===== config.mk =====
export PLATFORM = sky130hd
export DESIGN_NAME = hazard_stall_controller
export DESIGN_NICKNAME = d
export VERILOG_FILES = /design/src/rtl/hazard_stall_controller.sv
export SDC_FILE = /design/constraint.sdc
export NUM_CORES = 1
export LEC_CHECK = 0
export CORE_AREA = 2 2 39 41
export DETAILED_ROUTE_END_ITERATION = 7
export DIE_AREA = 0 0 41 43
export GPL_TIMING_DRIVEN = 0
export PLACE_DENSITY = 0.75
export SETUP_SLACK_MARGIN = 0.15
export SYNTH_ARGS = -nofsm -noshare
export SYNTH_HDL_FRONTEND = slang
export SYNTH_SLANG_ARGS = --single-unit

===== constraint.sdc =====
create_clock -name clk -period 1.5 [get_ports clk]
set_input_delay 0.375 -clock clk [delete_from_list [all_inputs] [get_ports clk]]
set_output_delay 0.375 -clock clk [all_outputs]
set_load 0.01 [all_outputs]

===== src/rtl/hazard_stall_controller.sv =====
// hazard_stall_controller: pipeline hazard sequencer for the 5-stage core.
// Handles load-use bubbles, multi-cycle memory freezes, taken-branch squash
// and (optionally) interrupt drain/acknowledge sequencing.
// Optional feature macro: HAZARD_INT_CTRL_EN (interrupt sequencing present
// when defined; intReq ignored and intAck tied low when undefined).
module hazard_stall_controller #(
  parameter int unsigned MEM_CYCLES   = 2,
  parameter int unsigned DRAIN_CYCLES = 3
) (
  input  logic       clk,
  input  logic       rst,
  input  logic [2:0] srcAAfterF2D,
  input  logic [2:0] srcBAfterF2D,
  input  logic       usesSrcA,
  input  logic       usesSrcB,
  input  logic [2:0] destAfterD2E,
  input  logic       MTRAfterD2E,
  input  logic       RWAfterD2E,
  input  logic       memOpAfterE2M,
  input  logic       branchTakenD,
  input  logic       intReq,
  output logic       pcWrite,
  output logic       F2DEnable,
  output logic       D2EEnable,
  output logic       E2MEnable,
  output logic       F2DFlush,
  output logic       D2EFlush,
  output logic       M2WFlush,
  output logic       intAck
);

  typedef enum logic [1:0] {
    RUN       = 2'd0,
    MEM_WAIT  = 2'd1
`ifdef HAZARD_INT_CTRL_EN
    ,INT_DRAIN = 2'd2
`endif
  } state_e;

  localparam logic [2:0] MEM_INIT  = 3'(MEM_CYCLES - 1);
  localparam logic       MEM_MULTI = (MEM_CYCLES > 1);

  state_e     state_q, state_d;
  logic [2:0] memCnt_q, memCnt_d;
  logic       loadUse;
  logic       memEntry;

  assign loadUse = MTRAfterD2E & RWAfterD2E &
                   ((usesSrcA & (srcAAfterF2D == destAfterD2E)) |
                    (usesSrcB & (srcBAfterF2D == destAfterD2E)));

  // A memory op only freezes the pipe when an access spans several cycles.
  assign memEntry = memOpAfterE2M & MEM_MULTI;

`ifdef HAZARD_INT_CTRL_EN
  localparam logic [2:0] DRAIN_INIT = 3'(DRAIN_CYCLES);

  logic [2:0] drainCnt_q, drainCnt_d;
  logic       intPending_q, intPending_d;
  logic       retDrain_q, retDrain_d;

  // Interrupt bookkeeping registers.
  always_ff @(posedge clk or posedge rst) begin
    if (rst) begin
      drainCnt_q   <= '0;
      intPending_q <= 1'b0;
      retDrain_q   <= 1'b0;
    end else begin
      drainCnt_q   <= drainCnt_d;
      intPending_q <= intPending_d;
      retDrain_q   <= retDrain_d;
    end
  end
`else
  logic unused_int;
  assign unused_int = ^{intReq, 3'(DRAIN_CYCLES)};
`endif

  // State and memory-freeze counter register.
  always_ff @(posedge clk or posedge rst) begin
    if (rst) begin
      state_q  <= RUN;
      memCnt_q <= '0;
    end else begin
      state_q  <= state_d;
      memCnt_q <= memCnt_d;
    end
  end

  // Next-state logic and Mealy outputs, reset overrides applied last.
  always_comb begin
    state_d   = state_q;
    memCnt_d  = memCnt_q;
    pcWrite   = 1'b1;
    F2DEnable = 1'b1;
    D2EEnable = 1'b1;
    E2MEnable = 1'b1;
    F2DFlush  = 1'b0;
    D2EFlush  = 1'b0;
    M2WFlush  = 1'b0;
    intAck    = 1'b0;
`ifdef HAZARD_INT_CTRL_EN
    drainCnt_d   = drainCnt_q;
    retDrain_d   = retDrain_q;
    intPending_d = intPending_q | intReq;
`endif

    case (state_q)
      RUN: begin
        if (memEntry) begin
          state_d  = MEM_WAIT;
          memCnt_d = MEM_INIT;
`ifdef HAZARD_INT_CTRL_EN
          retDrain_d = 1'b0;
`endif
        end else if (loadUse) begin
          pcWrite   = 1'b0;
          F2DEnable = 1'b0;
          D2EFlush  = 1'b1;
        end else if (branchTakenD) begin
          F2DFlush = 1'b1;
        end
`ifdef HAZARD_INT_CTRL_EN
        else if (intPending_q) begin
          state_d    = INT_DRAIN;
          drainCnt_d = DRAIN_INIT;
        end
`endif
      end

      MEM_WAIT: begin
        pcWrite   = 1'b0;
        F2DEnable = 1'b0;
        D2EEnable = 1'b0;
        E2MEnable = 1'b0;
        M2WFlush  = 1'b1;
        if (memCnt_q <= 3'd1) begin
          memCnt_d = '0;
`ifdef HAZARD_INT_CTRL_EN
          state_d  = retDrain_q ? INT_DRAIN : RUN;
`else
          state_d  = RUN;
`endif
        end else begin
          memCnt_d = memCnt_q - 3'd1;
        end
      end

`ifdef HAZARD_INT_CTRL_EN
      // A memory op during the drain detours through MEM_WAIT and comes back
      // here; the counter is frozen while away, and the acknowledge is deferred
      // if the op lands on the acknowledge cycle.
      INT_DRAIN: begin
        if (drainCnt_q != 3'd0 || memEntry) begin
          pcWrite  = 1'b0;
          F2DFlush = 1'b1;
          D2EFlush = 1'b1;
          if (drainCnt_q != 3'd0) drainCnt_d = drainCnt_q - 3'd1;
          if (memEntry) begin
            state_d    = MEM_WAIT;
            memCnt_d   = MEM_INIT;
            retDrain_d = 1'b1;
          end
        end else begin
          intAck       = 1'b1;
          state_d      = RUN;
          retDrain_d   = 1'b0;
          intPending_d = intReq;
        end
      end
`endif

      default: state_d = RUN;
    endcase

    if (rst) begin
      pcWrite   = 1'b0;
      F2DEnable = 1'b1;
      D2EEnable = 1'b1;
      E2MEnable = 1'b1;
      F2DFlush  = 1'b1;
      D2EFlush  = 1'b1;
      M2WFlush  = 1'b1;
      intAck    = 1'b0;
    end
  end

endmodule

==> results.md <==
* Status: finished, violations left
* Failing checks: negative setup slack
* Syn-to-layout area delta at 106%
* CP Launch Type: input pin
* CP Capture Type: output port
* Drt total wl at 1.25 mm
* Critical Path Start: destAfterD2E[2]
* Synth cell types at 19
* Number of max-cap violations at 0
* Clk_lat worst skew at 0.23 ns
* TritonCTS buffer count at 3
* Worst Path Required at 1.12 ns
* Largest net degree at the start of global routing at 7
* DR WL/cell at 13.2 um
* Slowest cell delay on critical path at 0.28 ns
* Pre-antenna DRT Iters at 2
* Unrepaired setup endpoints after global routing: yes
* Port bufs at 23
* Reg-to-reg startpoint: memCnt_q[0]$_DFFE_PP0P_
* Critical-path top delay cell: a211oi_2
* CTS Sinks at 4
* Core area at 0.00138 sq mm
* Via count at 435
* Final setup violation count at 4
* Synth top area cells: dfrtp_1, xnor2_1, ha_1, nand2_1, inv_1
* All-Layer GR Usage at 0.173
* Sw Ratio at 0.398
* DP HPWL at 842 um
* Synth Cell Area at 354 sq um
* CP cell instances: buf_6 > xnor2_2 > nand4_1 > a211oi_2 > buf_4 > o21ai_2 > buf_2
* Leakage power at 0.357 nW
* Clock power share at 0.156
* Die area at 0.00176 sq mm
* CP Max Fanout at 2
* P per Cell Area at 1140 mW/mm^2
* Post-synthesis sequential area ratio at 0.283
* Placed Area at 604 sq um
* Share of layout cells above drive strength 1 at 0.544
* Net Switching at 329 uW
* Final Hold Viols at 0
* Hold Buf Count CTS at 0
* Vias per Instance at 4.58
* Synth Flop Type: dfrtp_1
* Antenna cells at 0
* Die height at 43 um
* Async SR Flop Fraction at 1.00
* Arr. time, crit path at 1.36 ns
* Post-DRT Antenna Nets at 0
* Synth Net Count at 65
* Die width at 41 um
* Reg2reg end: memCnt_q[2]$_DFFE_PP0P_
* DRC violations left at 0
* Total grt overflow at 0
* DR iter-0 viols at 4
* Synth warn at 0
* Fmax at 0.575 GHz
* Tcrit/Tclk final at 1.16
* Hold Path Class: in2async
* Slew Viols, Final at 0
* Cell Int Power at 499 uW
* Final worst setup slack at -0.239 ns
* Hold WS at 0.250 ns
* Setup TNS at -0.606 ns
* H-tree Lvls at 1
* Final cell count without fillers at 95
* TritonCTS clock tree: built
* Avg Cell Area, Syn at 7.87 sq um
* Final Critical Period at 1.74 ns
* Vias in the first global route at 477
* Worst setup path endpoint: F2DEnable
* Final RePlAce weighted congestion at 0.817
* Nets at 101
* Logic pwr share at 0.602
* Clock Skews at 0.000170 ns
* Cells after Synth at 45
* # fillers at 132
* CTS Buffer Depth at 2
* Yosys top cell area share at 0.283
* Clock-pin transition on the worst setup and hold timing paths at 0.04 ns
* Placed Cells at 84
* Post-synth top cells: nand2_1, xnor2_1, inv_1, nor2_1, dfrtp_1
* Initial antenna violation count at 0
* Root buf cell: clkbuf_4
* Kind of critical path: in2out
* Largest area contributor in the netlist: dfrtp_1
* First-pass GRT wire length at 2.02 mm
* R2R Setup Slk at 0.29 ns
* I/O pin total at 26
* Design area at 728 sq um
* Register bit total from synthesis at 4
* Starting Density at 0.256
* Cell Rows at 14
* Worst vdd ir at 0.730 mV
* Worst Reg-to-Reg Cells at 6
* Post-synth EDFFs at 0
* Sequential power share at 0.242
## cell usage in the layout, fill, tap and decap left out
cell             Yosys  final
o21ai_0              1      1
buf_6                0      7
nor2_4               0      1
buf_4                2     10
a21oi_2              0      1
buf_8                0      1
a211oi_2             1      1
inv_1                5      3
a41o_1               1      1
a21oi_1              3      2
nor4_1               1      1
inv_2                0      2
buf_2                0      8
xnor2_2              0      4
ha_1                 2      2
dfrtp_1              4      4
nand2_1              6      6
o31ai_1              1      1
o32ai_1              1      1
dlygate4sd2_1        0      5
conb_1               1      1
nand4_1              2      2
xnor2_4              0      1
clkbuf_4             0      3
o21ai_2              0      1
xnor2_1              6      1
a41oi_2              0      1
o22ai_1              1      1
clkdlybuf4s15_2      0      2
nor2_1               5      4
## area by class of cell
cell class	count	area, sq um	share of cell area
plain buffers	2	15.0	0.0206
clock buffers	3	22.5	0.0309
inverters	5	18.8	0.0258
multi-input cells	34	292	0.400
flip-flops and latches	4	100	0.137
well taps	16	20.0	0.0275
repair buffers	31	260	0.357
## worst max-delay path: cells and delay by family
family | cells | cell delay (ns)
buffers and inverters | 3 | 0.39
AOI/OAI and AO/OA | 2 | 0.32
and+or+nand+nor | 1 | 0.14
xor gates and xnor gates | 1 | 0.14
## power by group through the flow
stage	registers [mW]	clock network, mW	logic [mW]
5_1_grt	0.208	0.140	0.545
6_report	0.200	0.129	0.498
4_1_cts	0.198	0.139	0.482
2_1_floorplan	0.190	0	0.245
3_5_place_dp	0.199	0	0.418
3_3_place_gp	0.197	0	0.408
## routing by layer
metal  wire, um  global-route usage
met2        815               0.331
met3         15                   0
met1        423               0.176
met5          0                   0
met4          0              0.0800
## per-stage QoR
step	utilization	worst slack, ns	total power, mW
floorplan	-	0.118	0.435
global placement	0.437	-0.882	0.605
detailed placement	0.437	-0.920	0.617
CTS	0.508	-0.221	0.819
global route	0.526	-0.300	0.893
finish	0.526	-0.239	0.828
## repair_timing
action                                  CTS  global route
setup buffers                             8             0
pin swaps                                15             6
gates resized for setup                  93             4
endpoints found under the setup margin    7             7
hold endpoints to repair                  0             0
## how the worst min path moves through the flow
stage	cells past startpoint	from	endpoint
2_1_floorplan	1	rst	memCnt_q[0]$_DFFE_PP0P_
3_3_place_gp	1	state_q[0]$_DFFE_PP0P_	state_q[0]$_DFFE_PP0P_
3_5_place_dp	1	state_q[0]$_DFFE_PP0P_	state_q[0]$_DFFE_PP0P_
4_1_cts	3	rst	state_q[0]$_DFFE_PP0P_
5_1_grt	3	rst	state_q[0]$_DFFE_PP0P_
6_report	3	rst	state_q[0]$_DFFE_PP0P_
## cells by family after synthesis
group / share of synthesized area
AOI/OAI and AO/OA: 0.223
xor gates and xnor gates: 0.148
adders and majority gates: 0.0707
buffers and inverters: 0.0954
DFF: 0.283
other: 0.0106
and+or+nand+nor: 0.170
## state kept, by name, summed over array words and instances, names as in the netlist
name      cells
state_q       1
memCnt_q      3
Power figures use the tool's default switching activity.
